### config.mk
export PLATFORM = sky130hd
export DESIGN_NAME = i2s_receiver
export DESIGN_NICKNAME = d
export VERILOG_FILES = /design/src/rtl/i2s_pkg.sv /design/src/rtl/i2s_sync.sv /design/src/rtl/i2s_receiver.sv
export SDC_FILE = /design/constraint.sdc
export NUM_CORES = 1
export LEC_CHECK = 0
export CAP_MARGIN = 20
export CELL_PAD_IN_SITES_DETAIL_PLACEMENT = 0
export CELL_PAD_IN_SITES_GLOBAL_PLACEMENT = 1
export CORE_ASPECT_RATIO = 0.75
export CORE_UTILIZATION = 43
export DETAILED_ROUTE_END_ITERATION = 8
export PLACE_DENSITY = 0.9
export SYNTH_ARGS = -nofsm -noshare
export SYNTH_HDL_FRONTEND = slang
export SYNTH_SLANG_ARGS = --single-unit
### constraint.sdc
create_clock -name clk -period 2.04 [get_ports clk]
set_input_delay 0.204 -clock clk [delete_from_list [all_inputs] [get_ports clk]]
set_output_delay 0.204 -clock clk [all_outputs]
set_load 0.02 [all_outputs]
### src/rtl/i2s_pkg.sv
// Shared I2S definitions: receiver FSM states and channel/synchronizer constants
// common to the transmitter and receiver.
package i2s_pkg;

  typedef enum logic [1:0] {
    HUNT     = 2'd0,
    RX_LEFT  = 2'd1,
    RX_RIGHT = 2'd2
  } rx_state_t;

  localparam logic WS_LEFT  = 1'b0;
  localparam logic WS_RIGHT = 1'b1;

  localparam int unsigned SYNC_STAGES_MIN = 2;
  localparam int unsigned SYNC_STAGES_MAX = 3;

  // Width of a counter that must hold values 0..max_val.
  function automatic int unsigned count_width(input int unsigned max_val);
    return (max_val < 2) ? 1 : $clog2(max_val + 1);
  endfunction

endpackage

### src/rtl/i2s_sync.sv
// N-flop synchronizer for one asynchronous I2S line, with an optional
// single-cycle rising-edge strobe on the synchronized value.
module i2s_sync #(
  parameter int unsigned STAGES   = 2,
  parameter bit          EDGE_DET = 1'b1
) (
  input  logic clk,
  input  logic rst_n,
  input  logic d,
  output logic q,
  output logic rise
);

  logic [STAGES-1:0] sync_q;

  always_ff @(posedge clk) begin
    if (!rst_n) begin
      sync_q <= '0;
    end else begin
      sync_q <= {sync_q[STAGES-2:0], d};
    end
  end

  assign q = sync_q[STAGES-1];

  generate
    if (EDGE_DET) begin : g_edge
      logic q_d;

      always_ff @(posedge clk) begin
        if (!rst_n) begin
          q_d <= 1'b0;
        end else begin
          q_d <= sync_q[STAGES-1];
        end
      end

      assign rise = sync_q[STAGES-1] & ~q_d;
    end else begin : g_plain
      assign rise = 1'b0;
    end
  endgenerate

endmodule

### src/rtl/i2s_receiver.sv
// I2S receiver: oversamples SCLK/WS/SD on clk, assembles {left,right} frames
// and presents them through a valid/ready output register.
module i2s_receiver
  import i2s_pkg::*;
#(
  parameter int unsigned DWIDTH      = 8,
  parameter int unsigned SYNC_STAGES = 2
) (
  input  logic                  clk,
  input  logic                  rst_n,
  input  logic                  SCLK,
  input  logic                  WS,
  input  logic                  SD,
  output logic [2*DWIDTH-1:0]   rx_data,
  output logic                  rx_valid,
  input  logic                  rx_ready,
  output logic                  overrun,
  output logic                  frame_err
);

  localparam int unsigned CW = count_width(DWIDTH + 1);
  localparam logic [CW-1:0] CNT_FULL = CW'(DWIDTH);
  localparam logic [CW-1:0] CNT_SAT  = CW'(DWIDTH + 1);

  logic sclk_rise;
  logic ws_s;
  logic sd_s;
  logic ws_edge_unused;
  logic sd_edge_unused;
  logic sclk_s_unused;

  i2s_sync #(.STAGES(SYNC_STAGES), .EDGE_DET(1'b1)) u_sync_sclk (
    .clk   (clk),
    .rst_n (rst_n),
    .d     (SCLK),
    .q     (sclk_s_unused),
    .rise  (sclk_rise)
  );

  i2s_sync #(.STAGES(SYNC_STAGES), .EDGE_DET(1'b0)) u_sync_ws (
    .clk   (clk),
    .rst_n (rst_n),
    .d     (WS),
    .q     (ws_s),
    .rise  (ws_edge_unused)
  );

  i2s_sync #(.STAGES(SYNC_STAGES), .EDGE_DET(1'b0)) u_sync_sd (
    .clk   (clk),
    .rst_n (rst_n),
    .d     (SD),
    .q     (sd_s),
    .rise  (sd_edge_unused)
  );

  rx_state_t             state_q, state_d;
  logic [CW-1:0]         cnt_q, cnt_d, cnt_inc;
  logic [DWIDTH-1:0]     word_q, word_d, word_next;
  logic [DWIDTH-1:0]     left_q, left_d;
  logic                  bad_q, bad_d;
  logic                  prev_ws_q, prev_ws_d;
  logic [2*DWIDTH-1:0]   frame_q, frame_d;
  logic                  done_q, done_d;
  logic                  ferr_d;
  logic                  ws_fall, ws_rise, word_ok;

  assign word_next = {word_q[DWIDTH-2:0], sd_s};
  assign cnt_inc   = (cnt_q == CNT_SAT) ? cnt_q : cnt_q + 1'b1;
  assign word_ok   = (cnt_inc == CNT_FULL);
  assign ws_fall   = (prev_ws_q == WS_RIGHT) && (ws_s == WS_LEFT);
  assign ws_rise   = (prev_ws_q == WS_LEFT)  && (ws_s == WS_RIGHT);

  always_ff @(posedge clk) begin
    if (!rst_n) begin
      state_q   <= HUNT;
      cnt_q     <= '0;
      word_q    <= '0;
      left_q    <= '0;
      bad_q     <= 1'b0;
      prev_ws_q <= 1'b0;
      frame_q   <= '0;
      done_q    <= 1'b0;
      frame_err <= 1'b0;
    end else begin
      state_q   <= state_d;
      cnt_q     <= cnt_d;
      word_q    <= word_d;
      left_q    <= left_d;
      bad_q     <= bad_d;
      prev_ws_q <= prev_ws_d;
      frame_q   <= frame_d;
      done_q    <= done_d;
      frame_err <= ferr_d;
    end
  end

  // The bit sampled on a WS change is the LSB of the word that just ended,
  // so each word close uses word_next/cnt_inc, not the registered values.
  always_comb begin
    state_d   = state_q;
    cnt_d     = cnt_q;
    word_d    = word_q;
    left_d    = left_q;
    bad_d     = bad_q;
    prev_ws_d = prev_ws_q;
    frame_d   = frame_q;
    done_d    = 1'b0;
    ferr_d    = 1'b0;

    if (sclk_rise) begin
      prev_ws_d = ws_s;
      word_d    = word_next;
      cnt_d     = cnt_inc;

      unique case (state_q)
        HUNT: begin
          if (ws_fall) begin
            cnt_d   = '0;
            bad_d   = 1'b0;
            state_d = RX_LEFT;
          end
        end
        RX_LEFT: begin
          if (ws_rise) begin
            left_d  = word_next;
            bad_d   = !word_ok;
            ferr_d  = !word_ok;
            cnt_d   = '0;
            state_d = RX_RIGHT;
          end
        end
        RX_RIGHT: begin
          if (ws_fall) begin
            ferr_d  = !word_ok;
            if (word_ok && !bad_q) begin
              frame_d = {left_q, word_next};
              done_d  = 1'b1;
            end
            bad_d   = 1'b0;
            cnt_d   = '0;
            state_d = RX_LEFT;
          end
        end
        default: state_d = HUNT;
      endcase
    end
  end

  // A completing frame replaces an entry that is being accepted this cycle.
  always_ff @(posedge clk) begin
    if (!rst_n) begin
      rx_data  <= '0;
      rx_valid <= 1'b0;
      overrun  <= 1'b0;
    end else begin
      overrun <= done_q && rx_valid && !rx_ready;
      if (done_q && (!rx_valid || rx_ready)) begin
        rx_data  <= frame_q;
        rx_valid <= 1'b1;
      end else if (rx_valid && rx_ready) begin
        rx_valid <= 1'b0;
      end
    end
  end

endmodule

# Yosys cells after proc, flatten, opt, wreduce, memory -nomap -nowiden
# Index checks and enable logic that the tools add are counted.
totals:
  reg_bits: 66
  latch_bits: 0
  mem_bits_rw: 0
  mem_bits_ro: 0
  in_bits: 6
  out_inout_bits: 19
  wordCells: 65
  mem_count: 0
op_classes:
  addsub: 1
  mul: 0
  div_mod_pow: 0
  order_cmp: 0
  n_eq_ne: 6
  shift: 0
  n_mux: 16
  bitwise: 4
  n_reduce_logical: 22
ops:
  columns: ["op", "count"]
  rows:
  - ["$mux 4", 3]
  - ["$reduce_and 4->1", 3]
  - ["$eq 4x4->1 const B", 2]
  - ["$pmux 4 s2", 1]
  - ["$logic_and 1x1->1", 7]
  - ["$mux 1", 7]
  - ["$reduce_and 3->1", 2]
  - ["$add 4x1->4 const B", 1]
  - ["$logic_not 1->1", 4]
  - ["$mux 2", 2]
  - ["$pmux 1 s2", 2]
  - ["$pmux 2 s2", 1]
  - ["$reduce_bool 2->1", 2]
  - ["$not 1->1", 3]
  - ["$eq 2x1->1 const B", 1]
  - ["$eq 2x2->1 const B", 1]
  - ["$logic_not 2->1", 1]
  - ["$ne 2x1->1 const B", 1]
  - ["$ne 2x2->1 const B", 1]
  - ["$reduce_and 2->1", 1]
  - ["$reduce_or 2->1", 1]
  - ["$and 1x1->1", 1]
  - ["$logic_or 1x1->1", 1]

# Depth between registers and ports, before layout
# Gate-level depths: netlist (run 1).
logic_depth:
  ltp_word: 6
  depth_mapped: 8
  ltp_nobuf: 6

# Cells and area by module
# From an unflattened synthesis (run 1), not the netlist that was laid out.
hier_totals:
  cells_unflattened: 293
  hier_area_um2: 2701.3
by_module_without_submodules:
  columns: ["mod", "instances", "cells_each", "area_each_um2", "seq_area_each_um2"]
  rows:
  - ["i2s_receiver", 1, 274, 2481.1, 1181.1]
  - ["i2s_sync (u_sync_sd ...)", 2, 6, 63.8, 40.0]
  - ["i2s_sync (u_sync_sclk)", 1, 7, 92.6, 60.1]

# Worst setup path after synthesis (run 1)
# Ideal clock, no wire load.
synth_timing:
  kind: "register to register"
  startpoint: "reg state_q[0]"
  endpoint: "reg cnt_q[0]"
  setup_ns: 0.116
  t_arrival_ns: 1.474
  required_time_ns: 1.924
  path_slack_ns: 0.451
  path_stages_with_launch: 7
  path_buffers: 0
  period_less_slack_ns: 1.589
  cell_sequence: "dfxtp_1 inv_1 ha_1 or2_2 a21oi_1 o21ai_0 and3_1"
synth_via:
  elab_chain_len: 3
  word_cells_on_any_way: 5
  classes_between: "eq/ne: 2; mux: 1; reduce/logical: 2"
synth_rtl:
  columns: ["item", "line_no", "text"]
  rows:
  - ["from (decl)", "i2s_receiver.sv:56", "rx_state_t state_q, state_d;"]
  - ["from (signal assigned)", "i2s_receiver.sv:85", "state_q <= state_d;"]
  - ["$eq 2x2->1 / $logic_not 2->1 (equally long branches)", "i2s_receiver.sv:115", "unique case (state_q)"]
  - ["$reduce_or 2->1 (no line)", null, null]
  - ["$pmux 4 s2 (*)", "i2s_receiver.sv:115", null]
  - ["to (signal assigned)", "i2s_receiver.sv:86", "cnt_q <= cnt_d;"]
  - ["to (decl)", "i2s_receiver.sv:57", "logic [CW-1:0] cnt_q, cnt_d, cnt_inc;"]
# Mark *: on every way between the ends. The rest lies on a longest branch, timed or not.
# A chain may end at the register's enable or synchronous reset.

# Final worst setup path (run 1)
# Ends and elaborated chain as after synthesis.

==> run metrics, run 1 <==
Reg power frac 0.507; Worst Setup Path Type reg2reg; # diodes 0; DR WL/cell 13.97 um; fin crit period 1859 ps; Clock Sinks 66; cts hold-fix bufs 0; post-synthesis cell count 303; CP startpoint kind flip-flop; Max-Cap Viols 0; CP endpoint kind flip-flop; worst setup margin 181.3 ps; GR peak layer met2; TritonCTS clock tree yes; switching share of power 0.2193; Worst VDD drop 510.3 uV; Power, Total 2.570 mW; Total GRT Usage 0.1871; H-tree depth 3; Yosys warning total 0; register bit total from synthesis 66; Detailed Place HPWL 3.769 mm; Worst Max-Slew Pin Slew 1060 ps; Initial Util 0.4590; met1 GRT Util 0.2563; top fanout value on the critical path 6; Final Cycle Share 0.9111; ANT nets after route 0; layout cells sized above 1 0.1084; first-pass GRT wire length 9.522 mm; io pins 25; Synth area leader dfxtp_1; clk buf depth 2; Slew HR 0.2920; final worst clock skew 9.017 ps; Via-to-Cell Ratio 5.344; Post-Layout Inst Area 3276 sq um; Die Height 71.17 um; run status finished, final reports clean; DRC viols 0; Clock power frac 0.469; later-pin clock latency in the skew report 350 ps; Syn Area/Cell 9.052 sq um; count of final setup violators 0; RSZ-0062 raised after global routing false; post-CTS sizing 0; Crit path arrival time 2100 ps; switching pwr 0.5636 mW; Post-CTS Setup Repair Bufs 0; Area growth syn-to-layout 19.43%; Hold Crit Class reg2reg; Place WS 113.7 ps; layout net count 340; clock root cell clkbuf_8; met2 usage 0.2746; DRT iter0 DRCs 113; power per cell area 784.7 nW/um^2; Peak Freq 538.0 MHz; fin. max-slew vios 0; DIE WIDTH 94.22 um; # rows 24; die area 6705 sq um; synth top area cells dfxtp_1, a21oi_1, nand2_1; Worst-path clk slew 70 ps; largest net degree at the start of global routing 53; Hold Vio Cnt, Final 0; TritonRoute pass-1 iters 4; vias post-DR 2191; CP Data Required Time 2280 ps; syn nets 316; Post-Syn Area 2743 sq um; Core Region 5976 sq um; Pleak 1.107 nW; Post-DP Area 3058 sq um; GR Layer Usage met3 0.05806; Yosys cell types 41; routed wire length 5.727 mm; number of buffers created by CTS 9; setup TNS 0 ps; Comb pwr share 0.024; grt ovf 0; Pint 2.007 mW; vias in the first global route 2004; I/O Buffers 24; top-area cell type share of the netlist area 0.4818; initial antenna violation count 0; gpl congestion 0.8281; register area share after synthesis 0.4818
==> routing by layer <==
| layer | vias up | wire [um] | part of all wire |
|---|---|---|---|
| met5 | - | 0 | 0 |
| met4 | 0 | 86 | 0.015 |
| met3 | 8 | 270 | 0.047 |
| met2 | 45 | 2480 | 0.43 |
| met1 | 1027 | 2890 | 0.50 |
| li1 | 1111 | - | - |
==> worst max-delay path, stage by stage (launching register included) <==
cell and delay [ps]:
dfxtp_1 390, inv_1 80, ha_1 280, or2_2 360, a21oi_1 220, o21ai_0 220
and3_1 220
==> synth_stat cells, drive strengths merged <==
cell,n
nor2,15
nor3b,1
nand2b,4
o2bb2ai,1
nand2,55
nor4,1
o211ai,1
and3,3
inv,3
clkinv,1
nor4b,1
xor2,1
and4bb,1
or3,2
dfxtp,66
nand3,1
or4,2
a211oi,2
o21ai,3
o21a,2
clkbuf,12
and2,10
mux2i,10
nand4,16
o31ai,16
nor2b,4
xnor2,2
ha,7
nor3,1
a21oi,44
o211a,1
and3b,1
buf,9
o2111ai,2
or2b,1
or2,1
==> layout by cell type, fill, tap and decap left out, types with 3 or more instances in the layout <==
cell,synthesis,layout
a21oi_1,44,44
and2_1,9,9
and3_1,3,3
buf_4,3,9
clkbuf_8,0,9
clkdlybuf4s50_1,0,24
dfxtp_1,66,66
ha_1,7,7
inv_1,3,3
mux2i_1,10,10
nand2_1,55,55
nand2b_1,3,3
nand4_1,16,16
nor2_1,15,15
nor2b_1,4,4
o21ai_0,3,3
o31ai_1,16,16
==> cell type report <==
| type | instances | area, sq um |
|---|---|---|
| timing repair buffer | 34 | 327.8 |
| inverter | 4 | 15.01 |
| fill | 552 | 2700 |
| sequential | 66 | 1321 |
| clock inverter | 7 | 93.84 |
| tap | 78 | 97.59 |
| multi-input combinational | 212 | 1296 |
| clock buffer | 9 | 123.9 |
==> power groups by stage <==
stage	logic, mW	registers [mW]	clock network [mW]
after floorplan	0.0369	1.33	0
after global placement	0.0611	1.33	0
after detailed placement	0.0618	1.33	0
after CTS	0.0623	1.30	1.22
after global routing	0.0677	1.30	1.27
final	0.0615	1.30	1.21
==> registers in the layout, indices dropped and copies added, names as in the netlist, 2 cells and up <==
| register | flops |
|---|---|
| u_sync_sd.sync_q | 2 |
| state_q | 2 |
| word_q | 7 |
| frame_q | 16 |
| u_sync_ws.sync_q | 2 |
| u_sync_sclk.sync_q | 2 |
| rx_data | 16 |
| left_q | 8 |
| cnt_q | 4 |
==> stage by stage <==
stage / util / cells / hold WS (ps)
floorplan: - / 303 / 331.3
global placement: 0.5117 / 394 / 414.9
detailed placement: 0.5117 / 394 / 424.0
CTS: 0.5482 / 410 / 434.5
global route: 0.5482 / 410 / 440.4
finish: 0.5482 / 410 / 435.0
==> final timing paths <==
check | start | end | slack [ps] | cells after the start
worst max-delay path | state_q[0]$_SDFFE_PN0P_ | cnt_q[0]$_SDFFE_PN0P_ | 180 | 6
worst min-delay path | u_sync_ws.sync_q[0]$_SDFF_PN0_ | u_sync_ws.sync_q[1]$_SDFF_PN0_ | 440 | 1
worst max register to register | state_q[0]$_SDFFE_PN0P_ | cnt_q[0]$_SDFFE_PN0P_ | 180 | 6
worst min register to register | u_sync_ws.sync_q[0]$_SDFF_PN0_ | u_sync_ws.sync_q[1]$_SDFF_PN0_ | 440 | 1
==> cells by family after synthesis <==
logic type | count (synthesis) | synth area share
buffers and inverters | 25 | 0.04562
XOR/XNOR | 3 | 0.01506
AND/OR/NAND/NOR | 120 | 0.2249
multiplexers | 10 | 0.03650
adder cells (fa/ha/maj) | 7 | 0.03193
flip-flops | 66 | 0.4818
AO/OA/AOI/OAI | 72 | 0.1642
(Power assumes the default switching activity.)
==> inputs of run 2 (changes only) <==
--- a/config.mk
+++ b/config.mk
@@ -9,9 +9,10 @@
 export CELL_PAD_IN_SITES_DETAIL_PLACEMENT = 0
 export CELL_PAD_IN_SITES_GLOBAL_PLACEMENT = 1
 export CORE_ASPECT_RATIO = 0.75
-export CORE_UTILIZATION = 43
+export CORE_UTILIZATION = 39
 export DETAILED_ROUTE_END_ITERATION = 8
-export PLACE_DENSITY = 0.9
+export PLACE_DENSITY = 0.86
 export SYNTH_ARGS = -nofsm -noshare
 export SYNTH_HDL_FRONTEND = slang
+export SYNTH_HIERARCHICAL = 1
 export SYNTH_SLANG_ARGS = --single-unit
==> constraint.sdc (replaced) <==
create_clock -name clk -period 1.7 [get_ports clk]
set_input_delay 0.17 -clock clk [delete_from_list [all_inputs] [get_ports clk]]
set_output_delay 0.17 -clock clk [all_outputs]
set_load 0.02 [all_outputs]
==> run 2 against run 1 <==
Effect of this change:
- the flow now finishes with violations (design-rule violations)
- first-iteration DRC count down 40%
- register-to-register slack worse by 110 ps
- worst hold slack got worse by 240 ps
- critical endpoint is now frame_q[9]$_SDFFE_PN0P_
- largest cell class unchanged
- highest routed layer unchanged
==> run metrics, run 2 <==
run status finished, violations left; failing checks design-rule violations; layout net count 328 (-3.5%); Area growth syn-to-layout 22.33%; slowest CP cell dfxtp_4; layout cells sized above 1 0.1156 (+0.007191); Core Region 6475 sq um (+8.4%); Slew HR 0.7297 (+0.4377); fin util 0.5061 (-0.04207); Post-Syn Area 2679 sq um (-2.3%); Detailed Place HPWL 3.240 mm (-14%); Die Height 73.78 um (+3.7%); I/O Buffers 24 (unchanged); CP Data Required Time 1970 ps (-310 ps); vias post-DR 1925 (-12%); Initial Util 0.4137 (-0.04524); Final Cycle Share 0.9605 (+0.04937); Pleak 1.124 nW (+1.6%); crit-path cells ha_4 -> nor2b_1 -> a211o_1 -> nor3_4 -> buf_6 -> mux2i_1; die area 7208 sq um (+7.5%); Worst-path clk slew 70 ps (about the same); # rows 25 (+4.2%); Worst Setup Path Type reg2reg; fin crit period 1633 ps (-225.9 ps); Crit path largest cell delay 370 ps (-20 ps); syn nets 302 (-4.4%); # diodes 0 (unchanged); top fanout value on the critical path 8 (+2); fin. max-slew vios 0 (unchanged); CP startpoint kind flip-flop; largest net degree at the start of global routing 66 (+25%); clock root cell clkbuf_8; Via-to-Cell Ratio 4.800 (-10%); DR WL/cell 12.19 um (-13%); setup TNS 0 ps (unchanged); final worst clock skew 5.542 ps (-3.475 ps); routed wire length 4.888 mm (-15%); hold slack 199.9 ps (-235.1 ps); commonest non-fill, non-tap cells in the layout nand2_1, dfxtp_1, mux2i_1; Levels on crit path 6 (unchanged); Clock Sinks 66 (unchanged); Syn Area/Cell 9.269 sq um (+2.4%); Max-Cap Viols 0 (unchanged); io pins 25 (unchanged); Yosys warning total 6 (+6); gpl congestion 0.7779 (-6.1%); first-pass GRT wire length 8.252 mm (-13%); area occupied by multi-input gates 1281 sq um (-1.2%); Hold Path Stages 2 (+1); DRT iter0 DRCs 68 (-40%); Total GRT Usage 0.1502 (-0.03692); H-tree depth 3 (unchanged); Sequential Area 1329 sq um (+0.57%); Hold Vio Cnt, Final 0 (unchanged); Crit path arrival time 1900 ps (-200 ps); number of buffers created by CTS 9 (unchanged); DIE WIDTH 97.70 um (+3.7%); CP Buf/Inv Count 1 (unchanged); Peak Freq 612.4 MHz (+14%); post-synthesis cell count 289 (-4.6%); commonest non-fill, non-tap cell in the layout nand2_1; Hold Crit Class in2reg; R2R depth 6 (unchanged); grt ovf 0 (unchanged); vias in the first global route 1772 (-12%); Worst Max-Slew Pin Slew 404.1 ps (-655.8 ps); power per cell area 943.6 nW/um^2 (+20%); Worst VDD drop 672.0 uV (+32%); TritonCTS clock tree yes; largest registers frame_q: 16 flops, rx_data: 16 flops, left_q: 8 flops; CP endpoint kind flip-flop; fill count 621 (+13%); ANT nets after route 0 (unchanged); later-pin clock latency in the skew report 340 ps (about the same); TritonRoute pass-1 iters 6 (+2); count of final setup violators 0 (unchanged); clk buf depth 2 (unchanged); initial antenna violation count 0 (unchanged); DRC viols 4 (+4); Worst path top cell family by delay flip-flops
## run 2: cell types whose count changed in the layout (fill, tap and decap cells not counted), moves of 15 or more
cell	before	now
a21boi_0	0	25
a21oi_1	44	2
mux2i_1	10	27
nand2_1	55	85
nand4_1	16	0
o31ai_1	16	1
## run 2: metal layers
| metal | vias to the layer above | track usage | wire length [um] |
|---|---|---|---|
| met3 | 11 | 0.05614 | 221 |
| met5 | - | 0 | 0 |
| met4 | 0 | 0.07576 | 78 |
| met2 | 38 | 0.2143 | 1961 |
| li1 | 1006 | - | - |
| met1 | 870 | 0.1987 | 2626 |
## run 2: power by group
part / internal, mW / leakage, nW / total [mW] / switching (mW)
logic: 0.0418 / 0.480 / 0.0871 / 0.0453
registers: 1.56 / 0.535 / 1.56 / 0.00782
clock network: 0.860 / 0.109 / 1.44 / 0.581
total: 2.46 / 1.12 / 3.09 / 0.634
## run 2: timing repair
| action | CTS | global route |
|---|---|---|
| endpoints found under the hold margin | 0 | 0 |
| buffers inserted | 0 | 1 |
| hold buffers | 0 | 0 |
| gates resized for setup | 3 | 12 |
| setup endpoints to repair | 7 | 22 |
| pin swaps | 1 | 0 |
## run 2: final timing paths
path | endpoint | startpoint | slack [ps]
setup / recovery | frame_q[9]$_SDFFE_PN0P_ | cnt_q[0]$_SDFFE_PN0P_ | 70
hold / removal | state_q[1]$_SDFFE_PN0P_ | rst_n | 200
setup reg to reg | frame_q[9]$_SDFFE_PN0P_ | cnt_q[0]$_SDFFE_PN0P_ | 70
hold reg to reg | u_sync_sclk/sync_q[1]$_SDFF_PN0_ | u_sync_sclk/sync_q[0]$_SDFF_PN0_ | 420
## run 2: layout make-up
class | count | share of cell area
clock inverters | 5 | 0.02367
well taps | 81 | 0.03093
multi-input cells | 201 | 0.3910
inverters | 5 | 0.005727
clock buffers | 11 | 0.04315
repair buffers | 32 | 0.1000
flip-flops and latches | 66 | 0.4055
## run 2: through the flow
step / total power, mW / setup slack [ps] / instances / cell area (sq um)
global placement: 1.682 / 7.466 / 384 / 3000
finish: 3.092 / 67.16 / 401 / 3277
global route: 3.192 / -21.93 / 401 / 3277
floorplan: 1.653 / 75.90 / 289 / 2679
detailed placement: 1.684 / -48.82 / 384 / 3000
CTS: 3.137 / -7.799 / 400 / 3229
